File: config.mk
export PLATFORM = sky130hd
export DESIGN_NAME = eth_tx_arbiter_flat
export DESIGN_NICKNAME = d
export VERILOG_FILES = /design/src/rtl/eth_tx_arbiter_if.sv /design/src/rtl/eth_tx_arbiter.sv /design/src/flat_wrapper.sv
export SDC_FILE = /design/constraint.sdc
export NUM_CORES = 1
export LEC_CHECK = 0
export CAP_MARGIN = 20
export CORE_AREA = 2 2 89 91
export CTS_CLUSTER_SIZE = 30
export DETAILED_ROUTE_END_ITERATION = 7
export DIE_AREA = 0 0 91 93
export GPL_TIMING_DRIVEN = 0
export PLACE_DENSITY = 0.83
export SLEW_MARGIN = 20
export SYNTH_ARGS = -nofsm -noshare
export SYNTH_HDL_FRONTEND = slang
export SYNTH_SLANG_ARGS = --single-unit
File: constraint.sdc
create_clock -name clk156 -period 4 [get_ports clk156]
set_clock_uncertainty 0.2 [all_clocks]
set_input_delay 0.6 -clock clk156 [delete_from_list [all_inputs] [get_ports clk156]]
set_output_delay 0.6 -clock clk156 [all_outputs]
set_load 0.02 [all_outputs]
File: src/rtl/eth_tx_arbiter_if.sv
// AXI-Stream bundle used for both source ports and the MAC-facing port of eth_tx_arbiter.
`timescale 1ns/1ps
interface eth_tx_arbiter_if #(
    parameter int DATA_WIDTH = 64,
    parameter int KEEP_WIDTH = DATA_WIDTH / 8
) ();
    logic                  tvalid;
    logic                  tready;
    logic [DATA_WIDTH-1:0] tdata;
    logic [KEEP_WIDTH-1:0] tkeep;
    logic                  tlast;
    logic                  tuser;

    modport master (output tvalid, tdata, tkeep, tlast, tuser, input tready);
    modport slave  (input tvalid, tdata, tkeep, tlast, tuser, output tready);
endinterface

File: src/rtl/eth_tx_arbiter.sv
// Frame-granular round-robin arbiter feeding the 10G MAC TX stream, with inter-frame gap and max-length abort.
// Optional statistics counters (frames0_cnt, frames1_cnt, abort_cnt) are enabled by defining TX_ARB_STATS_EN.
`timescale 1ns/1ps
module eth_tx_arbiter #(
    parameter int DATA_WIDTH = 64,
    parameter int KEEP_WIDTH = DATA_WIDTH / 8,
    parameter int MAX_BEATS  = 190,
    parameter int GAP_CYCLES = 2
) (
    input  logic                    clk156,
    input  logic                    sys_rst,
    eth_tx_arbiter_if.slave         s0_axis,
    eth_tx_arbiter_if.slave         s1_axis,
    eth_tx_arbiter_if.master        m_axis,
    output logic [1:0]              grant
`ifdef TX_ARB_STATS_EN
    ,
    output logic [31:0]             frames0_cnt,
    output logic [31:0]             frames1_cnt,
    output logic [31:0]             abort_cnt
`endif
);

    localparam int BEAT_W = $clog2(MAX_BEATS);
    localparam int GAP_W  = (GAP_CYCLES > 1) ? $clog2(GAP_CYCLES) : 1;
    localparam logic [BEAT_W-1:0] LAST_BEAT = BEAT_W'(MAX_BEATS - 1);
    localparam logic [GAP_W-1:0]  GAP_LAST  = GAP_W'((GAP_CYCLES > 0) ? GAP_CYCLES - 1 : 0);

    typedef enum logic [1:0] {
        ST_IDLE,
        ST_PASS,
        ST_DROP,
        ST_GAP
    } state_e;

    state_e              state_q, state_d;
    logic [1:0]          grant_q, grant_d;
    logic                last_winner_q, last_winner_d;
    logic [BEAT_W-1:0]   beat_cnt_q, beat_cnt_d;
    logic [GAP_W-1:0]    gap_cnt_q, gap_cnt_d;

    logic                  sel;
    logic                  src_tvalid;
    logic [DATA_WIDTH-1:0] src_tdata;
    logic [KEEP_WIDTH-1:0] src_tkeep;
    logic                  src_tlast;
    logic                  src_tuser;
    logic                  src_tready;
    logic                  force_last;

    // Owner select comes from the registered grant, so the mux never depends on a request.
    assign sel        = grant_q[1];
    assign src_tvalid = sel ? s1_axis.tvalid : s0_axis.tvalid;
    assign src_tdata  = sel ? s1_axis.tdata  : s0_axis.tdata;
    assign src_tkeep  = sel ? s1_axis.tkeep  : s0_axis.tkeep;
    assign src_tlast  = sel ? s1_axis.tlast  : s0_axis.tlast;
    assign src_tuser  = sel ? s1_axis.tuser  : s0_axis.tuser;

    assign s0_axis.tready = src_tready & ~sel;
    assign s1_axis.tready = src_tready &  sel;
    assign grant          = grant_q;

    always_comb begin
        // NOTE: every output of this block is defaulted first so no path can infer a latch.
        state_d       = state_q;
        grant_d       = grant_q;
        last_winner_d = last_winner_q;
        beat_cnt_d    = beat_cnt_q;
        gap_cnt_d     = gap_cnt_q;
        src_tready    = 1'b0;
        force_last    = 1'b0;
        m_axis.tvalid = 1'b0;
        m_axis.tdata  = '0;
        m_axis.tkeep  = '0;
        m_axis.tlast  = 1'b0;
        m_axis.tuser  = 1'b0;

        unique case (state_q)
            ST_IDLE: begin
                if (s0_axis.tvalid && (!s1_axis.tvalid || last_winner_q)) begin
                    grant_d       = 2'b01;
                    last_winner_d = 1'b0;
                    state_d       = ST_PASS;
                end else if (s1_axis.tvalid) begin
                    grant_d       = 2'b10;
                    last_winner_d = 1'b1;
                    state_d       = ST_PASS;
                end
            end

            ST_PASS: begin
                force_last    = (beat_cnt_q == LAST_BEAT) && !src_tlast;
                m_axis.tvalid = src_tvalid;
                m_axis.tdata  = src_tdata;
                m_axis.tkeep  = src_tkeep;
                m_axis.tlast  = src_tlast | force_last;
                m_axis.tuser  = src_tuser | force_last;
                src_tready    = m_axis.tready;
                if (src_tvalid && m_axis.tready) begin
                    if (src_tlast) begin
                        beat_cnt_d = '0;
                        gap_cnt_d  = '0;
                        grant_d    = 2'b00;
                        state_d    = (GAP_CYCLES == 0) ? ST_IDLE : ST_GAP;
                    end else if (force_last) begin
                        beat_cnt_d = '0;
                        state_d    = ST_DROP;
                    end else begin
                        beat_cnt_d = beat_cnt_q + 1'b1;
                    end
                end
            end

            // Swallow the rest of an aborted frame; the MAC already saw tlast/tuser.
            ST_DROP: begin
                src_tready = 1'b1;
                if (src_tvalid && src_tlast) begin
                    gap_cnt_d = '0;
                    grant_d   = 2'b00;
                    state_d   = (GAP_CYCLES == 0) ? ST_IDLE : ST_GAP;
                end
            end

            ST_GAP: begin
                if (gap_cnt_q == GAP_LAST) begin
                    state_d = ST_IDLE;
                end else begin
                    gap_cnt_d = gap_cnt_q + 1'b1;
                end
            end

            default: state_d = ST_IDLE;
        endcase
    end

    always_ff @(posedge clk156) begin
        // NOTE: sequential state uses non-blocking assignments so all registers update together.
        if (sys_rst) begin
            state_q       <= ST_IDLE;
            grant_q       <= 2'b00;
            last_winner_q <= 1'b1;
            beat_cnt_q    <= '0;
            gap_cnt_q     <= '0;
        end else begin
            state_q       <= state_d;
            grant_q       <= grant_d;
            last_winner_q <= last_winner_d;
            beat_cnt_q    <= beat_cnt_d;
            gap_cnt_q     <= gap_cnt_d;
        end
    end

`ifdef TX_ARB_STATS_EN
    logic        pass_hs;
    logic        frame_done;
    logic [31:0] frames0_q, frames1_q, abort_q;

    // A forced-tlast beat also closes a frame, so it counts towards the owner's total.
    assign pass_hs    = (state_q == ST_PASS) && src_tvalid && m_axis.tready;
    assign frame_done = pass_hs && m_axis.tlast;

    always_ff @(posedge clk156) begin
        if (sys_rst) begin
            frames0_q <= '0;
            frames1_q <= '0;
            abort_q   <= '0;
        end else begin
            if (frame_done && !sel && (frames0_q != '1)) frames0_q <= frames0_q + 1'b1;
            if (frame_done &&  sel && (frames1_q != '1)) frames1_q <= frames1_q + 1'b1;
            if (pass_hs && force_last && (abort_q != '1)) abort_q <= abort_q + 1'b1;
        end
    end

    assign frames0_cnt = frames0_q;
    assign frames1_cnt = frames1_q;
    assign abort_cnt   = abort_q;
`endif

endmodule
File: src/flat_wrapper.sv
// flat-port wrapper written by rule: the top's interface ports become plain ports
module eth_tx_arbiter_flat 
#(
    parameter int DATA_WIDTH = 64,
    parameter int KEEP_WIDTH = DATA_WIDTH / 8,
    parameter int MAX_BEATS  = 190,
    parameter int GAP_CYCLES = 2
)
  (clk156, sys_rst, grant, s0_axis_tvalid, s0_axis_tdata, s0_axis_tkeep, s0_axis_tlast, s0_axis_tuser, s0_axis_tready, s1_axis_tvalid, s1_axis_tdata, s1_axis_tkeep, s1_axis_tlast, s1_axis_tuser, s1_axis_tready, m_axis_tvalid, m_axis_tdata, m_axis_tkeep, m_axis_tlast, m_axis_tuser, m_axis_tready);
  eth_tx_arbiter_if #(.DATA_WIDTH(DATA_WIDTH), .KEEP_WIDTH(KEEP_WIDTH)) s0_axis_i ();
  eth_tx_arbiter_if #(.DATA_WIDTH(DATA_WIDTH), .KEEP_WIDTH(KEEP_WIDTH)) s1_axis_i ();
  eth_tx_arbiter_if #(.DATA_WIDTH(DATA_WIDTH), .KEEP_WIDTH(KEEP_WIDTH)) m_axis_i ();
  input  logic clk156;
  input  logic sys_rst;
  output logic [1:0] grant;
  input wire logic [$bits(s0_axis_i.tvalid)-1:0] s0_axis_tvalid;
  input wire logic [$bits(s0_axis_i.tdata)-1:0] s0_axis_tdata;
  input wire logic [$bits(s0_axis_i.tkeep)-1:0] s0_axis_tkeep;
  input wire logic [$bits(s0_axis_i.tlast)-1:0] s0_axis_tlast;
  input wire logic [$bits(s0_axis_i.tuser)-1:0] s0_axis_tuser;
  output wire logic [$bits(s0_axis_i.tready)-1:0] s0_axis_tready;
  input wire logic [$bits(s1_axis_i.tvalid)-1:0] s1_axis_tvalid;
  input wire logic [$bits(s1_axis_i.tdata)-1:0] s1_axis_tdata;
  input wire logic [$bits(s1_axis_i.tkeep)-1:0] s1_axis_tkeep;
  input wire logic [$bits(s1_axis_i.tlast)-1:0] s1_axis_tlast;
  input wire logic [$bits(s1_axis_i.tuser)-1:0] s1_axis_tuser;
  output wire logic [$bits(s1_axis_i.tready)-1:0] s1_axis_tready;
  output wire logic [$bits(m_axis_i.tvalid)-1:0] m_axis_tvalid;
  output wire logic [$bits(m_axis_i.tdata)-1:0] m_axis_tdata;
  output wire logic [$bits(m_axis_i.tkeep)-1:0] m_axis_tkeep;
  output wire logic [$bits(m_axis_i.tlast)-1:0] m_axis_tlast;
  output wire logic [$bits(m_axis_i.tuser)-1:0] m_axis_tuser;
  input wire logic [$bits(m_axis_i.tready)-1:0] m_axis_tready;
  assign s0_axis_i.tvalid = s0_axis_tvalid;
  assign s0_axis_i.tdata = s0_axis_tdata;
  assign s0_axis_i.tkeep = s0_axis_tkeep;
  assign s0_axis_i.tlast = s0_axis_tlast;
  assign s0_axis_i.tuser = s0_axis_tuser;
  assign s0_axis_tready = s0_axis_i.tready;
  assign s1_axis_i.tvalid = s1_axis_tvalid;
  assign s1_axis_i.tdata = s1_axis_tdata;
  assign s1_axis_i.tkeep = s1_axis_tkeep;
  assign s1_axis_i.tlast = s1_axis_tlast;
  assign s1_axis_i.tuser = s1_axis_tuser;
  assign s1_axis_tready = s1_axis_i.tready;
  assign m_axis_tvalid = m_axis_i.tvalid;
  assign m_axis_tdata = m_axis_i.tdata;
  assign m_axis_tkeep = m_axis_i.tkeep;
  assign m_axis_tlast = m_axis_i.tlast;
  assign m_axis_tuser = m_axis_i.tuser;
  assign m_axis_i.tready = m_axis_tready;
  eth_tx_arbiter #(.DATA_WIDTH(DATA_WIDTH), .KEEP_WIDTH(KEEP_WIDTH), .MAX_BEATS(MAX_BEATS), .GAP_CYCLES(GAP_CYCLES)) u_core (.clk156(clk156), .sys_rst(sys_rst), .s0_axis(s0_axis_i), .s1_axis(s1_axis_i), .m_axis(m_axis_i), .grant(grant));
endmodule
==> summary.md <==
| Metric | Value |
|---|---|
| Status | `completed` |
| Reg2Reg Depth | `6` |
| Reg2Reg Setup Slack | `1800 ps` |
| RSZ-0062 raised after global routing | `false` |
| Core region area | `0.00753 mm2` |
| PortBufs | `approximately 230` |
| H-tree depth | `1` |
| First-pass GRT wire length | `14900 um` |
| CTS resizes | `0` |
| Critical path required time | `approximately 3200 ps` |
| First-pass detailed-route iteration total | `4` |
| Yosys warns | `0` |
| Fill cells | `between 600 and 700` |
| Antenna cells | `0` |
| Tmin final | `3430 ps` |
| Distinct cells, synth | `43` |
| Register bit total from synthesis | `14` |
| Ys async rst share | `0` |
| Yosys top cell by area | `mux2i_1` |
| Cell Chain, Critical Path | `inv_1, ha_1, clkbuf_2, clkbuf_1, clkbuf_1, nor2b_1, clkdlybuf4s50_1` |
| Clock sinks | `14` |
| Worst Tran Pin Value | `660 ps` |
| Hold Path Class | `reg -> reg` |
| Slowest stage delay, CP | `roughly 640 ps` |
| RD Place Congestion | `0.915` |
| DR vias | `~2800` |
| Maximum vdd drop | `about 0.00029 V` |
| Hold Fails Final Rpt | `0` |
| RR Endpoint | `u_core.state_q[1]` |
| CP startpoint kind | `register` |
| Post-Route WL | `a little under 10000 um` |
| Setup violators final | `0` |
| Max Used Layer | `met4` |
| Post-synth EDFFs | `0` |
| Initial antenna violation count | `0` |
| Clk buf depth | `2` |
| Synth Instances | `about 270` |
| Endpoint, Worst Hold | `u_core.gap_cnt_q` |
| Hold path start | `u_core.gap_cnt_q` |
| Row count | `32` |
| CP Class | `reg -> out` |
| Final #Nets | `670` |
| Avg WL per Cell | `15.9 um` |
| CP most frequent cell | `clkbuf_1` |
| Die area | `roughly 0.0085 mm2` |
| Syn Nets | `434` |
| Avg Vias per Cell | `roughly 4.7` |
| Iter 0 DRT Violations | `61` |
| GRT Total Usage | `0.216` |
| Die Ht | `93 um` |
| Worst Setup End Kind | `output pin` |
| Worst hold path depth | `2` |
| Synth-to-Final Area Change | `113%` |
| Number of global-route vias before repair | `2904` |
| Post-CTS setup buffers | `0` |
| Largest cells by area after synthesis | `mux2i_1, nor2b_1, dfxtp_1, ha_1, buf_2` |
| Worst setup path startpoint | `u_core.state_q[1]` |
| Root buf cell | `clkbuf_8` |
| R2R Path Start | `u_core.state_q[1]` |
| Layout cells sized above 1 | `0.0472` |
| Die X | `91 um` |
| Met1 WL | `roughly 3800 um` |
| Max Slew Vio Count | `0` |
| Most frequent cells after synthesis | `mux2i_1, nor2b_1, dfxtp_1` |
| Hold-fix buffers, CTS | `0` |
| Met2 routed WL | `between 5000 and 6000 um` |
| Post-Syn Area | `0.00222 mm2` |
| Effective utilization at floorplan | `0.294` |
| Sequential-to-total area share from yosys stat | `0.126` |
| Setup tns final | `0 ps` |
| Tcrit/Tclk final | `0.856` |
| Detail Placement HPWL | `8400 um` |
| Worst-path fanout max | `10` |
| Largest net degree at the start of global routing | `11` |
| TritonCTS clock tree | `yes` |
| CTS buffer count | `3` |
| Critical path arrival | `around 2600 ps` |
| Worst skew pair latency | `approximately 250 ps` |
| Drt drc | `0` |
| Max Clk Rate | `0.292 GHz` |
| Power density over the cells | `500 mW/mm2` |
| Synthesized area per cell | `8.09 um2` |
| Worst relative slew slack | `0.554` |
| Yosys top cell area share | `0.348` |
| Top-count cell post-synth | `mux2i_1` |
| P_leak | `0.00165 uW` |
| Worst-path clk slew | `60 ps` |
| MaxCap Viol Count | `0` |
| CP max-delay cell | `clkdlybuf4s50_1` |
| Synth Flop Type | `dfxtp_1` |
| Total gr overflow | `0` |
| I/O Pins | `232` |
| Antenna Nets Post-Route | `0` |
| WL met3 | `714 um` |
| Pwr Total | `2360 uW` |
worst max-delay path: cells and delay by family (launching register included):
kind	cells	cell delay, ps
and+or+nand+nor	1	220
buffers and inverters	5	1650
DFF	1	350
adders and majority gates	1	150
final cells by class:
class / instances / area [um2] / share of cell area
Timing Repair Buffer: 231 / 2310 / 0.491
Buffer: 19 / 86.3 / 0.0183
Tap cell: 102 / 128 / 0.0271
Sequential cell: 14 / 280 / 0.0595
Inverter: 8 / 30.0 / 0.00637
Clock buffer: 4 / 55.1 / 0.0117
Multi-Input combinational cell: 233 / 1820 / 0.386
cells in the final DEF (no fill, tap or decap), types with 2 or more instances in the layout:
master,count
nand2b_1,5
nand4_1,3
o21ai_0,5
or3_1,2
clkbuf_1,9
clkdlybuf4s50_1,231
inv_1,8
xnor2_1,3
nand2_1,9
ha_1,7
nor4_1,3
nor2_1,9
mux2_2,3
nor4b_1,2
or4_1,2
nor2b_1,73
buf_2,8
mux2i_1,77
dfxtp_1,14
nand3_1,2
a21oi_1,4
and2_1,4
clkbuf_8,4
flip-flops by register name, indices dropped and copies added, names as in the netlist:
name	flops
u_core.beat_cnt_q	8
u_core.gap_cnt_q	1
u_core.grant	2
u_core.last_winner_q	1
u_core.state_q	2
cells by family (layout without fill, tap and decap cells):
logic type / after synthesis / after routing / synth area share
AO/OA/AOI/OAI: 20 / 20 / 0.0655
XOR/XNOR: 4 / 4 / 0.0158
adder cells (fa/ha/maj): 7 / 7 / 0.0395
buffers and inverters: 27 / 262 / 0.0525
flip-flops: 14 / 14 / 0.126
multiplexers: 81 / 81 / 0.370
AND/OR/NAND/NOR: 121 / 121 / 0.330
per-stage QoR:
step	hold slack [ps]	cells	instance area [um2]	setup WS, ps	util
finish	298	611	4710	575	0.626
floorplan	252	274	2220	1640	-
global placement	268	607	4660	828	0.619
detailed placement	290	607	4660	807	0.619
CTS	298	611	4710	521	0.626
global route	329	611	4710	383	0.626
worst max path at each step:
stage	endpoint	slack, ps
floorplan	m_axis_tdata[26]	1640
global placement	m_axis_tdata[60]	830
detailed placement	m_axis_tdata[60]	810
CTS	m_axis_tdata[60]	520
global route	m_axis_tdata[57]	380
finish	m_axis_tdata[60]	570
report_power, final:
part / total, uW / switching, uW / leakage [uW] / internal [uW]
Combinational: 2030 / 999 / 0.00151 / 1030
Sequential: 181 / 18.0 / 0.000114 / 163
Clock: 140 / 52.7 / 0.0000288 / 87.3
Total: 2360 / 1070 / 0.00165 / 1290
layer usage:
metal  global-route usage  vias to the layer above
li1                     -                     1421
met1                0.248                     1300
met2                0.403                      110
met3               0.0483                       18
met4               0.0568                        0
met5                    0                        -
(Power assumes the default switching activity.)
